File: config.mk
export PLATFORM = sky130hd
export DESIGN_NAME = bcd_serial_subtractor
export DESIGN_NICKNAME = d
export VERILOG_FILES = /design/src/rtl/bcd_serial_subtractor.sv
export SDC_FILE = /design/constraint.sdc
export NUM_CORES = 1
export LEC_CHECK = 0
export BUFFER_PORTS_ARGS = -buffer_cell sky130_fd_sc_hd__buf_2
export CORE_MARGIN = 4
export CORE_UTILIZATION = 45
export DETAILED_ROUTE_END_ITERATION = 7
export PLACE_DENSITY = 0.77
export SYNTH_ARGS = -nofsm -noshare
export SYNTH_HDL_FRONTEND = slang
export SYNTH_SLANG_ARGS = --single-unit
File: constraint.sdc
create_clock -name clk_i -period 9.1 [get_ports clk_i]
set_clock_uncertainty 0.15 [all_clocks]
set_input_delay 1.82 -clock clk_i [delete_from_list [all_inputs] [get_ports clk_i]]
set_output_delay 1.82 -clock clk_i [all_outputs]
set_load 0.005 [all_outputs]
File: src/rtl/bcd_serial_subtractor.sv
// Digit-serial BCD magnitude subtractor: |a - b| one digit per clock, LSD first.
// Operands with any nibble above 9 are rejected with err and never processed.
module bcd_serial_subtractor #(
  parameter int DIGITS = 4
) (
  input  logic                clk_i,
  input  logic                rst_i,
  input  logic                start_i,
  input  logic [4*DIGITS-1:0] a_i,
  input  logic [4*DIGITS-1:0] b_i,
  output logic [4*DIGITS-1:0] diff_o,
  output logic                neg_o,
  output logic                err_o,
  output logic                busy_o,
  output logic                done_o
);

  // state | meaning
  // IDLE  | waiting for start, outputs hold last result
  // SUB   | subtracting digit idx_q of big_q - small_q
  // DONE  | one-cycle done pulse, then back to IDLE
  localparam logic [1:0] S_IDLE = 2'd0;
  localparam logic [1:0] S_SUB  = 2'd1;
  localparam logic [1:0] S_DONE = 2'd2;

  localparam int W  = 4 * DIGITS;
  localparam int IW = $clog2(DIGITS + 1);
  localparam logic [IW-1:0] LAST = IW'(DIGITS - 1);

  logic [1:0]    state_q, state_d;
  logic [W-1:0]  big_q, big_d;
  logic [W-1:0]  small_q, small_d;
  logic [W-1:0]  diff_q, diff_d;
  logic [IW-1:0] idx_q, idx_d;
  logic          borrow_q, borrow_d;
  logic          neg_q, neg_d;
  logic          err_q, err_d;

  logic          bad_nibble;
  logic          a_lt_b;
  logic [3:0]    big_dig;
  logic [3:0]    small_dig;
  logic [4:0]    t;

  always_comb begin
    bad_nibble = 1'b0;
    for (int i = 0; i < DIGITS; i++) begin
      if (a_i[4*i +: 4] > 4'd9 || b_i[4*i +: 4] > 4'd9) bad_nibble = 1'b1;
    end
  end

  // Unsigned compare of packed BCD matches decimal ordering for valid digits.
  assign a_lt_b    = (a_i < b_i);
  assign big_dig   = big_q[idx_q*4 +: 4];
  assign small_dig = small_q[idx_q*4 +: 4];
  assign t         = {1'b0, big_dig} - {1'b0, small_dig} - {4'b0000, borrow_q};

  always_comb begin
    state_d  = state_q;
    big_d    = big_q;
    small_d  = small_q;
    diff_d   = diff_q;
    idx_d    = idx_q;
    borrow_d = borrow_q;
    neg_d    = neg_q;
    err_d    = err_q;
    case (state_q)
      S_IDLE: begin
        if (start_i) begin
          diff_d = '0;
          if (bad_nibble) begin
            err_d   = 1'b1;
            neg_d   = 1'b0;
            state_d = S_DONE;
          end else begin
            big_d    = a_lt_b ? b_i : a_i;
            small_d  = a_lt_b ? a_i : b_i;
            neg_d    = a_lt_b;
            err_d    = 1'b0;
            borrow_d = 1'b0;
            idx_d    = '0;
            state_d  = S_SUB;
          end
        end
      end
      S_SUB: begin
        diff_d[idx_q*4 +: 4] = t[4] ? (t[3:0] + 4'd10) : t[3:0];
        borrow_d = t[4];
        if (idx_q == LAST) begin
          state_d = S_DONE;
        end else begin
          idx_d = idx_q + 1'b1;
        end
      end
      S_DONE:  state_d = S_IDLE;
      default: state_d = S_IDLE;
    endcase
  end

  always_ff @(posedge clk_i) begin
    if (rst_i) begin
      state_q  <= S_IDLE;
      big_q    <= '0;
      small_q  <= '0;
      diff_q   <= '0;
      idx_q    <= '0;
      borrow_q <= 1'b0;
      neg_q    <= 1'b0;
      err_q    <= 1'b0;
    end else begin
      state_q  <= state_d;
      big_q    <= big_d;
      small_q  <= small_d;
      diff_q   <= diff_d;
      idx_q    <= idx_d;
      borrow_q <= borrow_d;
      neg_q    <= neg_d;
      err_q    <= err_d;
    end
  end

  // big >= small, so the top digit can never leave a borrow behind.
  always_ff @(posedge clk_i) begin
    if (!rst_i && state_q == S_SUB && idx_q == LAST) begin
      assert (!t[4]);
    end
  end

  assign diff_o = diff_q;
  assign neg_o  = neg_q;
  assign err_o  = err_q;
  assign busy_o = (state_q == S_SUB);
  assign done_o = (state_q == S_DONE);

endmodule

[Yosys cells after proc, flatten, opt, wreduce, memory -nomap -nowiden]
Cells that the tools add are included.
Word-level totals
  register bits: 56
  input port bits: 35
  output and inout port bits: 20
  logic and storage cells: 69
Operators by class
  add/sub/neg operators: 5
  order comparisons: 9
  eq/ne operators: 7
  shift-type cells: 4
  multiplexer cells: 23
  bitwise operators: 1
  reduce and logical (&&, ||, !) cells: 12
Operator list (count)
  16-bit 2-to-1 mux: 3
  5-bit negator with 34-bit output: 1
  4-bit by 34-bit variable shift with 16-bit output, first input constant: 1
  4-bit by 34-bit variable part select with 16-bit output: 1
  4-bit > comparator, second input constant: 8
  16-bit case mux with 2 select lines: 1
  16-bit by 6-bit variable part select with 4-bit output: 2
  16-bit bitwise mux: 1
  16-bit less-than comparator: 1
  3-bit 2-to-1 mux: 3
  1-bit 2-to-1 mux: 8
  2-bit 2-to-1 mux: 3
  2-bit inequality test, second input constant: 3
  3-bit case mux with 2 select lines: 1
  2-bit AND reduction: 3
  3-bit AND reduction: 2
  4-bit by 4-bit subtractor with 5-bit output: 1
  5-bit by 1-bit subtractor with 5-bit output: 1
  4-bit adder, second input constant: 1
  1-bit logical OR: 4
  4-bit 2-to-1 mux: 1
  2-bit case mux with 2 select lines: 1
  4-bit AND reduction: 1
  3-bit by 1-bit adder with 3-bit output, second input constant: 1
  8 further kinds: 8

[Longest topological paths before layout]
Gate-level depths: netlist of the first run.
  word-level depth: 9
  gate-level depth with buffers: 13

[Worst setup path after synthesis of the first run]
No wires, ideal clock.
  path kind: input port to flip-flop
  start point: in b_i[13]
  end point: reg big_q[0]
  library setup time: 128 ps
  arrival time: 3446 ps
  required time: 8822 ps
  slack: 5377 ps
  cell stages on the path: 10
  cell sequence: inv_1 > ha_1 > a211oi_2 > nor2_1 > a211o_1 > a311o_1 > buf_6 > buf_12 > mux2i_1 > o21ai_1
On the way
  cells in the longest elaborated chain, start to end: 5
  elaborated cells on any way between the ends: 7
  classes of those cells: order compare: 2; mux: 2; bitwise: 1; reduce/logical: 2
Ends and longest elaborated chain
  start: declaration: line 10  | input logic [4*DIGITS-1:0] b_i,
  parallel branches: the longest is 5 deep, another holds 16-bit less-than comparator
  end signal: assignment: line 112  | big_q <= big_d;
  end: declaration: line 31  | logic [W-1:0] big_q, big_d;
Several ways; the timed one is not identified.
A chain may end at the register's enable or synchronous reset.

[Worst setup path after layout of the first run]
  start point: in b_i[6]
  end point: reg big_q[6]
On the way
  cells in the longest elaborated chain, start to end: 7
  elaborated cells on any way between the ends: 9
  classes of those cells: order compare: 2; mux: 4; bitwise: 1; reduce/logical: 2
Ends and longest elaborated chain
  4-bit > comparator: line 48  | if (a_i[4*i +: 4] > 4'd9 || b_i[4*i +: 4] > 4'd9) bad_nibble = 1'b1;
  1-bit logical OR: line 48
  1-bit 2-to-1 mux (3 in series): line 48
  1-bit inverter (no source line)
  3-bit AND reduction (no source line)
Parallel ways exist; a longest one is shown, timed or not.

==> results.txt, run 1 <==
Status -> finished, final reports clean
Total GRT Usage -> 0.185
Vias/cell -> 5.56
CP max FO -> 33
Worst EP required -> 9130 ps
Synth Area in Adders -> 0.113
Max Root-Sink Buffers -> 2
Die area -> 8860 sq um
Height of the chip -> 94.1 um
Synth Area in Compound Gates -> 0.153
Pwr/cell area -> 127 nW/um^2
Crit path time final -> 4040 ps
FP Rows -> 31
Port Buf Inserts -> 54
Core area -> 7210 sq um
Ys async rst share -> 0
CTS Hold Buffers Added -> 0
Arr. time, crit path -> 4070 ps
Fmax -> 0.248 GHz
Distinct cell type count after synthesis -> 49
Yosys top cell by area -> dfxtp_1
EDFF count, synth -> 0
Synthesized instance count -> 369
Worst setup EP type -> register
Yosys warning count -> 0
Final slew viol count -> 0
Drt total wl -> 7.83 mm
Post-DR wirelength/cell -> 15.2 um
DRT iter0 DRCs -> 220
Slowest stage cell on the critical path -> a311o_2
Routed Antenna Nets -> 0
Nets -> 479
Final HPWL DP -> 5.98 mm
Clock tree sinks -> 56
Fin cells -> 515
Crit path kind -> input port to register
Fillers -> 688
Finish-stage setup viols -> 0
Die width -> 94.1 um
Placed cell count -> 507
Global route overflow -> 0
CP dominant cell by count -> o21ai_1
Post-synthesis sequential area ratio -> 0.336
R2r endpoint -> diff_o[7]
Max VDD drop -> 0.0587 mV
Last element of the critical path -> big_q[6]
# diodes -> 0
Most frequent cells in the layout -> dfxtp_1, buf_2, nand2_1, mux2i_1, o21ai_1
Reg-to-reg startpoint -> idx_q[0]
CTS tree -> yes
Gpl congestion -> 0.927
Total negative slack -> 0 ps
Util after Layout -> 0.517
Total design power -> 0.475 mW
Crit path from -> b_i[6]
Largest stage delay on the critical path -> 880 ps
Area grow syn2layout -> 11.7%
TritonCTS Buffers -> 5
Simple-Gate Fraction of Synth Area -> 0.157
Worst-Margin Slew -> 1010 ps
RSZ-0062 raised after global routing -> false
First-pass GRT wire length -> 13.3 mm
Final Hold Vio Count -> 0
Synth Cell Area -> 3340 sq um
CTS Root Cell -> clkbuf_8
Vias post-DR -> 2865
CTS resizes -> 0
Clk slew on worst S/H paths -> 90 ps
Setup bufs post-CTS -> 0
Main synth FF type -> dfxtp_1
Commonest non-fill, non-tap cell in the layout -> dfxtp_1
Ranking of synthesized cells by area -> dfxtp_1, ha_1, mux2i_1
Crit path launch type -> input port
Syn nets -> 433
Max Cap Viol -> 0
DRC -> 0
Post-synthesis register bit count -> 56
Vias in the first global route -> 2743
Mux cell area share after synthesis -> 0.166
Period utilization -> 0.444
FF-to-FF path depth -> 12
Starting Density -> 0.463
H-Tree Depth -> 2
Pin count of the biggest net entering global routing -> 34
Share of layout cells above drive strength 1 -> 0.195
Xor/xnor share of the synthesized area -> 0.0131
HP Class -> register to register
Mean Syn Cell Area -> 9.05 sq um
Relative slew slack -> 0.328
Flop-to-flop setup slack -> 5410 ps
Static leakage -> 1.62 nW
Synth top area share -> 0.336
Worst-path cell chain -> buf_2 > inv_1 > ha_1 > and3_1 > o211ai_1 > o21ai_1 > a311o_2 > mux2i_1 > o21ai_1
1st-pass router iterations -> 4
Worst skew pair latency -> 310 ps
IO Pins -> 55
Main combinational cell family by area after synthesis -> multiplexers
Initial antenna violation count -> 0
## critical path, delay by kind of cell
kind / cells / cell delay [ps]
fa+ha+maj: 1 / 310
buf+inv: 2 / 160
simple gates: 1 / 200
mux: 1 / 350
compound gates: 4 / 1220
## registers in the layout (all words and copies together), names as in the netlist
register and cells:
big_q 16, err_o 1, diff_o 16, idx_q 3
small_q 16, neg_o 1, state_q 2, borrow_q 1
## power breakdown
group / internal (mW) / leakage [nW] / switching [mW]
Clock: 0.0618 / 0.0434 / 0.0815
Sequential: 0.247 / 0.452 / 0.00217
Combinational: 0.0351 / 1.12 / 0.0475
Total: 0.344 / 1.62 / 0.131
## stage by stage
| stage | hold slack (ps) | setup WS (ps) | instance area, sq um |
|---|---|---|---|
| final | 302 | 5060 | 3730 |
| after global routing | 315 | 4950 | 3730 |
| after CTS | 304 | 5130 | 3730 |
| after detailed placement | 291 | 4810 | 3630 |
| after global placement | 284 | 4850 | 3630 |
| after floorplan | 270 | 5380 | 3340 |
## Yosys cell counts, drive strengths merged (3+ instances only)
cell type,n
o31ai,3
a32oi,3
nor2,24
mux4,8
a21oi,9
nand2b,6
ha,27
xnor2,3
dfxtp,56
nand2,44
o21ai,47
and2,5
buf,6
nand3,9
nor3,4
a21o,5
mux2i,33
nand3b,3
a22oi,7
mux2,4
nand4,5
clkbuf,11
inv,22
## kinds of logic after synthesis
family	Yosys count
compound gates	84
xor+xnor	5
fa+ha+maj	29
buf+inv	40
flops	56
mux	45
simple gates	110
## how the worst min path moves through the flow
stage	to	cells past startpoint	start	slack, ps
4_1_cts	big_q[10]	2	big_q[10]	300
2_1_floorplan	small_q[0]	2	small_q[0]	270
3_3_place_gp	small_q[3]	2	small_q[3]	280
6_report	big_q[10]	2	big_q[10]	300
3_5_place_dp	big_q[10]	2	big_q[10]	290
5_1_grt	big_q[3]	2	big_q[3]	310
## final cells by class
| cell class | instances | area, sq um | share of cell area |
|---|---|---|---|
| clock inverters | 2 | 15.0 | 0.00403 |
| repair buffers | 56 | 285 | 0.0765 |
| inverters | 23 | 86.3 | 0.0232 |
| well taps | 99 | 124 | 0.0332 |
| flip-flops and latches | 56 | 1120 | 0.301 |
| multi-input cells | 273 | 2010 | 0.540 |
| clock buffers | 6 | 82.6 | 0.0221 |
## per-layer routing
layer / share of wire / track usage / wire length (um) / vias to the layer above
li1: - / - / - / 1406
met4: 0.019 / 0.0517 / 146 / 0
met2: 0.49 / 0.319 / 3840 / 86
met5: 0 / 0 / 0 / -
met3: 0.049 / 0.0272 / 382 / 13
met1: 0.44 / 0.239 / 3460 / 1360
(Power assumes the default switching activity.)
==> run 2, diff against run 1 <==
Settings changed: ABC_AREA from default to 1, PLACE_DENSITY 0.77 to 0.79.
Clock period 9.1 ns to 3.7 ns, I/O delays scaled along.
==> run 2 against run 1 <==
Die area is 6.4% higher. Combinational power grew to 4.9 times the previous value. Global-route usage fell by 0.57 points. Area after synthesis increased by 7.0%. Sequential power up 150%. Register-to-register slack worse by 4800 ps. First-iteration DRC count fell by 8.2%. Setup slack worse by 4500 ps. Sequential share of layout area fell by 1.9 points. Hold slack improved by 10 ps. Core utilization is 0.21 points lower. Total power grew to 3.0 times the previous value.
==> results.txt, run 2 <==
Simple-Gate Fraction of Synth Area -> 0.380 (+0.223)
Arr. time, crit path -> 3210 ps (-860 ps)
Commonest non-fill, non-tap cell in the layout -> nand2_1
DRT iter0 DRCs -> 202 (-8.2%)
Main synth FF type -> dfxtp_1
Max Cap Viol -> 0 (unchanged)
Height of the chip -> 97.1 um (+3.1%)
TritonCTS Buffers -> 5 (unchanged)
Static leakage -> 2.06 nW (+27%)
Worst path bufs/invs -> 1 (-1)
Most frequent cells in the layout -> nand2_1, nand3_1, dfxtp_1, buf_2, inv_1
Fillers -> 747 (+8.6%)
Clock tree sinks -> 56 (unchanged)
Crit path launch type -> register
Clk slew on worst S/H paths -> 90 ps (about the same)
Xor/xnor share of the synthesized area -> 0.00245 (-0.0107)
Starting Density -> 0.462 (-0.000601)
Area grow syn2layout -> 11.4%
Final setup margin -> 583 ps (-4480 ps)
Largest stage delay on the critical path -> 520 ps (-360 ps)
1st-pass router iterations -> 5 (+1)
Syn nets -> 614 (+42%)
Slowest stage cell on the critical path -> dfxtp_1
Final HPWL DP -> 6.79 mm (+14%)
Flop-to-flop setup slack -> 580 ps (-4830 ps)
CP dominant cell by count -> nand2_1
Drt total wl -> 8.51 mm (+8.7%)
DRC -> 0 (unchanged)
HP Class -> register to register
Yosys top cell by area -> dfxtp_1
Vias post-DR -> 3551 (+24%)
Crit path max-delay family -> adder cells
Core area -> 7730 sq um (+7.1%)
Worst EP required -> 3790 ps (-5340 ps)
Total GRT Usage -> 0.179 (-0.00574)
Worst skew pair latency -> 310 ps (about the same)
Met1 Routed Length -> 3.92 mm (+13%)
Synth Area in Adders -> 0.106 (-0.00738)
Initial antenna violation count -> 0 (unchanged)
Synth Area in Compound Gates -> 0.101 (-0.0516)
H-Tree Depth -> 2 (unchanged)
IO Pins -> 55 (unchanged)
Setup bufs post-CTS -> 0 (unchanged)
Crit path time final -> 3120 ps
Worst-Margin Slew -> 676 ps (-333 ps)
Vias/cell -> 5.11 (-8.2%)
Max Root-Sink Buffers -> 2 (unchanged)
Final slew viol count -> 0 (unchanged)
Period utilization -> 0.843
Ranking of synthesized cells by area -> dfxtp_1, nand2_1, nand3_1
Crit path kind -> register to register
Routed met3 length -> 492 um (+29%)
WL met2 -> 4.00 mm (+4.2%)
CTS Root Cell -> clkbuf_8
Synthesized instance count -> 550 (+49%)
Worst-path cell chain -> o21ai_0 > o22ai_1 > nand2_1 > fa_1 > fa_1 > inv_1 > nand2_1 > nand2_1 > nand2_1 > nand2_1 > nand2_1 > xnor2_1 > and2_1 > nand2_1 > a21oi_1
Util after Layout -> 0.515 (-0.00209)
Vias in the first global route -> 3205 (+17%)
Post-synthesis register bit count -> 56 (unchanged)
Synth top area share -> 0.314 (-0.0219)
Most instantiated cells after synthesis -> nand2_1, nand3_1, dfxtp_1, inv_1, nor2_1
Post-route cell area -> 3980 sq um (+6.7%)
CTS resizes -> 0 (unchanged)
Main combinational cell family by area after synthesis -> simple AND/OR/NAND/NOR gates
Placed instance area -> 3880 sq um (+6.8%)
Fmax -> 0.321 GHz
Pwr/cell area -> 354 nW/um^2 (+180%)
First-pass GRT wire length -> 14.3 mm (+8.1%)
Total negative slack -> 0 ps (unchanged)
Distinct cell type count after synthesis -> 32 (-35%)
Status -> finished, final reports clean
Total design power -> 1.41 mW (+200%)
Finish-stage setup viols -> 0 (unchanged)
Worst setup EP type -> register
Routed Antenna Nets -> 0 (unchanged)
RSZ-0062 raised after global routing -> false
Nets -> 658 (+37%)
Setup Slack @ Placement -> 615 ps (-4190 ps)
# diodes -> 0 (unchanged)
CTS Hold Buffers Added -> 0 (unchanged)
EDFF count, synth -> 0 (unchanged)
Most common cell in the netlist -> nand2_1
Yosys warning count -> 0 (unchanged)
Fin cells -> 695 (+35%)
Global route overflow -> 0 (unchanged)
Post-synthesis sequential area ratio -> 0.314 (-0.0219)
FP Rows -> 32 (+3.2%)
CP max FO -> 10 (-70%)
Placed cell count -> 689 (+36%)
Port Buf Inserts -> 54 (unchanged)
Relative slew slack -> 0.548 (+0.221)
Synth Cell Area -> 3570 sq um (+7.0%)
Final Hold Vio Count -> 0 (unchanged)
Ys async rst share -> 0 (unchanged)
Die area -> 9420 sq um (+6.4%)
Pin count of the biggest net entering global routing -> 34 (unchanged)
Mean Syn Cell Area -> 6.49 sq um (-28%)
Worst hold slack -> 312 ps (+10.2 ps)
Max layer used -> met4
Share of layout cells above drive strength 1 -> 0.142 (-0.0531)
Max VDD drop -> 0.160 mV (+170%)
Post-DR wirelength/cell -> 12.2 um (-19%)
Gpl congestion -> 0.889 (-4.1%)
Mux cell area share after synthesis -> 0 (-0.166)
CTS tree -> yes
Die width -> 97.1 um (+3.1%)
## run 2: final timing paths
| check | to | startpoint | cells after the start |
|---|---|---|---|
| min | diff_o[4] | diff_o[4] | 2 |
| max | diff_o[5] | idx_q[1] | 15 |
| max reg2reg | diff_o[5] | idx_q[1] | 15 |
| min reg2reg | diff_o[4] | diff_o[4] | 2 |
## run 2: area by class of cell
type / instances / area, sq um / share of cell area
Multi-Input combinational cell: 413 / 2100 / 0.529
Clock buffer: 5 / 68.8 / 0.0173
Sequential cell: 56 / 1120 / 0.282
Clock inverter: 1 / 30.0 / 0.00755
Tap cell: 102 / 128 / 0.0321
Inverter: 60 / 225 / 0.0566
Timing Repair Buffer: 58 / 300 / 0.0755
## run 2: layer usage
layer / global-route usage / vias to the layer above
li1: - / 1851
met1: 0.239 / 1577
met2: 0.301 / 114
met3: 0.0294 / 9
met4: 0.0443 / 0
met5: 0 / -
## run 2: cells by family (layout without fill, tap and decap cells)
group | after synthesis | in the layout
AOI/OAI and AO/OA | 68 | 68
xor gates and xnor gates | 1 | 1
adders and majority gates | 29 | 29
buffers and inverters | 81 | 124
DFF | 56 | 56
and+or+nand+nor | 315 | 315
## run 2: worst register-to-register path, delay by kind of cell, from the launching register on
kind | cells | cell delay [ps]
adders and majority gates | 2 | 870
buffers and inverters | 1 | 60
DFF | 1 | 520
AOI/OAI and AO/OA | 3 | 430
xor gates and xnor gates | 1 | 240
and+or+nand+nor | 8 | 780
## run 2: power breakdown
group	switching [mW]	total (mW)	internal, mW
Sequential	0.00928	0.621	0.612
Clock	0.183	0.378	0.194
Combinational	0.264	0.409	0.145
Total	0.457	1.41	0.951
